File: src/rtl/mod_cnt_arbiter.sv
// Round-robin arbiter for one shared modulo counter; the winner owns it for M cycles.
// Optional macro CNT_PAUSE_EN adds a pause input that freezes a run in progress.
module mod_cnt_arbiter #(
  parameter int unsigned CW = 4
) (
  input  logic          clk,
  input  logic          rst,
`ifdef CNT_PAUSE_EN
  input  logic          pause,
`endif
  input  logic [2:0]    req,
  input  logic [CW-1:0] mod0,
  input  logic [CW-1:0] mod1,
  input  logic [CW-1:0] mod2,
  output logic [2:0]    grant,
  output logic          busy,
  output logic [CW-1:0] count,
  output logic          tc,
  output logic [2:0]    done
);

  localparam int unsigned NREQ = 3;
  localparam int unsigned IW   = 2;

  typedef enum logic [1:0] {
    IDLE = 2'd0,
    RUN  = 2'd1,
    DONE = 2'd2
  } state_e;

  state_e        state_q, state_d;
  logic [2:0]    grant_q, grant_d;
  logic          busy_q, busy_d;
  logic [CW-1:0] count_q, count_d;
  logic          tc_q, tc_d;
  logic [2:0]    done_q, done_d;
  logic [CW-1:0] m_q, m_d;
  logic [IW-1:0] owner_q, owner_d;
  logic [IW-1:0] ptr_q, ptr_d;

  logic          found_c;
  logic [IW-1:0] win_c;
  logic [CW-1:0] mod_sel_c;
  logic [CW-1:0] m_last_c;
  logic [CW-1:0] inc_c;
  logic          pause_c;

`ifdef CNT_PAUSE_EN
  assign pause_c = pause;
`else
  assign pause_c = 1'b0;
`endif

  // Round-robin search starting at the index after the last grant.
  always_comb begin
    logic [IW-1:0] cand;
    found_c = 1'b0;
    win_c   = '0;
    cand    = '0;
    for (int unsigned i = 1; i <= NREQ; i++) begin
      cand = IW'((32'(ptr_q) + i) % NREQ);
      if (!found_c && req[cand]) begin
        found_c = 1'b1;
        win_c   = cand;
      end
    end
  end

  always_comb begin
    case (win_c)
      2'd0:    mod_sel_c = mod0;
      2'd1:    mod_sel_c = mod1;
      default: mod_sel_c = mod2;
    endcase
  end

  assign m_last_c = CW'(m_q - CW'(1));
  assign inc_c    = CW'(count_q + CW'(1));

  always_ff @(posedge clk or posedge rst) begin
    if (rst) begin
      state_q <= IDLE;
      grant_q <= '0;
      busy_q  <= 1'b0;
      count_q <= '0;
      tc_q    <= 1'b0;
      done_q  <= '0;
      m_q     <= CW'(2);
      owner_q <= '0;
      ptr_q   <= IW'(2);
    end else begin
      state_q <= state_d;
      grant_q <= grant_d;
      busy_q  <= busy_d;
      count_q <= count_d;
      tc_q    <= tc_d;
      done_q  <= done_d;
      m_q     <= m_d;
      owner_q <= owner_d;
      ptr_q   <= ptr_d;
    end
  end

  always_comb begin
    state_d = state_q;
    grant_d = grant_q;
    busy_d  = busy_q;
    count_d = count_q;
    tc_d    = 1'b0;
    done_d  = '0;
    m_d     = m_q;
    owner_d = owner_q;
    ptr_d   = ptr_q;

    case (state_q)
      IDLE: begin
        grant_d = '0;
        busy_d  = 1'b0;
        count_d = '0;
        if (found_c) begin
          state_d = RUN;
          grant_d = 3'b001 << win_c;
          busy_d  = 1'b1;
          owner_d = win_c;
          ptr_d   = win_c;
          m_d     = (mod_sel_c < CW'(2)) ? CW'(2) : mod_sel_c;
        end
      end
      RUN: begin
        // Owner withdrawal wins over pause and terminal count.
        if (!req[owner_q]) begin
          state_d = IDLE;
          grant_d = '0;
          busy_d  = 1'b0;
          count_d = '0;
        end else if (pause_c) begin
          count_d = count_q;
        end else if (count_q == m_last_c) begin
          state_d = DONE;
          count_d = '0;
          done_d  = grant_q;
        end else begin
          count_d = inc_c;
          tc_d    = (inc_c == m_last_c);
        end
      end
      DONE: begin
        state_d = IDLE;
        grant_d = '0;
        busy_d  = 1'b0;
      end
      default: begin
        state_d = IDLE;
        grant_d = '0;
        busy_d  = 1'b0;
        count_d = '0;
      end
    endcase
  end

  assign grant = grant_q;
  assign busy  = busy_q;
  assign count = count_q;
  assign tc    = tc_q;
  assign done  = done_q;

endmodule

File: config.mk
export PLATFORM = sky130hd
export DESIGN_NAME = mod_cnt_arbiter
export DESIGN_NICKNAME = d
export VERILOG_FILES = /design/src/rtl/mod_cnt_arbiter.sv
export SDC_FILE = /design/constraint.sdc
export NUM_CORES = 1
export LEC_CHECK = 0
export CAP_MARGIN = 10
export CORE_ASPECT_RATIO = 0.7
export CORE_MARGIN = 1.5
export CORE_UTILIZATION = 50
export DETAILED_ROUTE_END_ITERATION = 12
export HOLD_SLACK_MARGIN = 0.06
export PLACE_DENSITY_LB_ADDON = 0.3
export SLEW_MARGIN = 5
export SYNTH_ARGS = -nofsm -noshare
export SYNTH_HDL_FRONTEND = slang
export SYNTH_SLANG_ARGS = --single-unit
File: constraint.sdc
create_clock -name clk -period 3.3 [get_ports clk]
set_input_delay 0.33 -clock clk [delete_from_list [all_inputs] [get_ports clk]]
set_output_delay 0.33 -clock clk [all_outputs]
set_load 0.02 [all_outputs]
==> flow_metrics.tcl <==
set metrics [dict create \
    status "finished clean" \
    hold_viol 0 \
    antenna_left 0 \
    leakagePower_uw 0.000736 \
    clkTransAtPathRegs_ns 0.08 \
    final-setup-viol-count 0 \
    yosys.cell_types.count 45 \
    worst_setup_path_start_kind "register" \
    async_flop_share_pct 100 \
    dr_total_vias 1139 \
    final_common_cell "clkdlybuf4s50_1" \
    die_width_um 64.1 \
    wl_per_cell_um 14.8 \
    cts-root-buf "clkbuf_8" \
    gp_congestion 0.935 \
    slew_headroom_pct 46.0 \
    ys_seq_elements 21 \
    place_hpwl_um 2160 \
    rows 15 \
    end_kind "register" \
    ir_drop_uv 454 \
    layout-drive-gt1-share_pct 9.64 \
    post-route-min-period_ns 2.68 \
    worstSetupPathType "reg2reg" \
    portBuffers 28 \
    grtUsageTotal_pct 22.6 \
    synth_cells 136 \
    hold_buffers 0 \
    ctsLongestPathBuffers 2 \
    core_region_area_mm2 0.00248 \
    grt_pass1_vias 1061 \
    finClkSkew_ns 0.00254 \
    die_area_mm2 0.00294 \
    nets 189 \
    worstPathRequired_ns 3.45 \
    netlist_area_mm2 0.00131 \
    fin_crit_sh_pct 81.1 \
    overflow 0 \
    num_antenna_cells 0 \
    path_max_fanout 8 \
    firstDrtPassIters 4 \
    routed_wl_um 2950 \
    synth_edf_count 0 \
    cts_buffers 3 \
    instances_no_fill 200 \
    drt-initial-drc-count 49 \
    most-common-layout-cells "clkdlybuf4s50_1, dfrtp_1, nand2_1" \
    insertion_delay_ns 0.26 \
    grt_pass1_wl_um 4920 \
    slew_viol_final 0 \
    avgSynthCellArea_um2 9.61 \
    io_pins 29 \
    viasPerCell 5.70 \
    die_height_um 45.8 \
    drc 0 \
    power.density_mw_per_mm2 912 \
    cts_setup_buffers 0 \
    synth_nets 158 \
    clkSinkCount 21 \
    antenna_found_initial 0 \
    ys_seq_area_share_pct 40.4 \
    htreeDepth 1 \
    dp.cells 196 \
    tightest_slew_ns 0.810 \
    max_freq_mhz 374 \
    cts_tree "done" \
    crit_arrival_ns 2.82 \
    cts_resized 0 \
    area_growth_pct 27.0 \
    hold_path_class "reg2reg" \
    yosysWarningCount 0 \
    fin_setup_tns_ns 0 \
    rsz0062_at_grt "no" \
    synth-main-ff-cell "dfrtp_1" \
    start_util_pct 52.8 \
    maxCapViolations 0 \
    grt_max_degree 22 \
]
-- routing by layer --
metal  vias up  GRT usage [%]  routed length, um
li1        546              -                  -
met1       542           31.4               1410
met2        47           36.7               1300
met3         4           4.95                204
met4         0           5.96                 33
met5         -              0                  0
-- path summary, 6_finish.rpt --
check / slack, ns / cells after the start / startpoint / to
max in group asynchronous: 2.27 / 2 / rst / count[3]
hold reg to reg: 0.49 / 2 / busy / busy
setup / recovery: 0.62 / 8 / owner_q[0] / m_q[0]
min in group asynchronous: 0.52 / 2 / rst / tc
setup reg to reg: 0.62 / 8 / owner_q[0] / m_q[0]
hold / removal: 0.49 / 2 / busy / busy
-- power by group --
part	switching (uW)	internal [uW]	total (uW)
sequential	67.9	351	419
clock	84.0	84.1	168
combinational	528	400	928
-- synthesized netlist by cell type (3+ instances only) --
master   count  area, um2
dfrtp_1     19        475
nand2_1     16       60.1
o21ai_0     12       60.1
nor2_1      11       41.3
inv_1       10       37.5
ha_1         5       62.6
a21oi_1      4       20.0
xnor2_1      4       35.0
mux2i_1      3       30.0
nor2b_1      3       18.8
nor3_1       3       15.0
xor2_1       3       26.3
-- registers in the layout (all words and copies together), names as in the netlist --
name / flops
m_q: 4
done: 3
ptr_q: 1
count: 4
busy: 1
owner_q: 2
grant: 3
tc: 1
state_q: 2
-- stage by stage --
step / setup slack [ns] / util (%) / hold slack (ns) / total power (uW) / cell area [um2]
after floorplan: 0.876 / - / 0.305 / 1120 / 1310
after global placement: 0.687 / 65.2 / 0.484 / 1290 / 1610
after global routing: 0.462 / 67.0 / 0.524 / 1630 / 1660
after detailed placement: 0.638 / 65.2 / 0.471 / 1320 / 1610
final: 0.625 / 67.0 / 0.491 / 1510 / 1660
after CTS: 0.668 / 67.0 / 0.490 / 1510 / 1660
-- worst max-delay path, cell delays in order, from the launching register on --
cell and delay (ns):
dfrtp_1 0.43, inv_1 0.07, ha_1 0.41, or2_0 0.24
a32o_2 0.30, o31ai_4 0.43, or2_2 0.24, o211ai_1 0.13
o311a_1 0.30
-- final cells by class --
class	instances	area, um2
Clock buffer	3	41.3
Inverter	11	41.3
Fill cell	205	817
Timing Repair Buffer	28	280
Tap cell	34	42.5
Sequential cell	21	528
Clock inverter	1	5.00
Multi-Input combinational cell	102	722
-- cell families after synthesis --
family | share of synthesized area [%]
AND/OR/NAND/NOR | 17.0
buffers and inverters | 4.40
flip-flops | 40.4
AO/OA/AOI/OAI | 21.7
XOR/XNOR | 8.23
multiplexers | 3.44
adder cells (fa/ha/maj) | 4.78
Note: power is estimated with default switching activity, not from simulation.
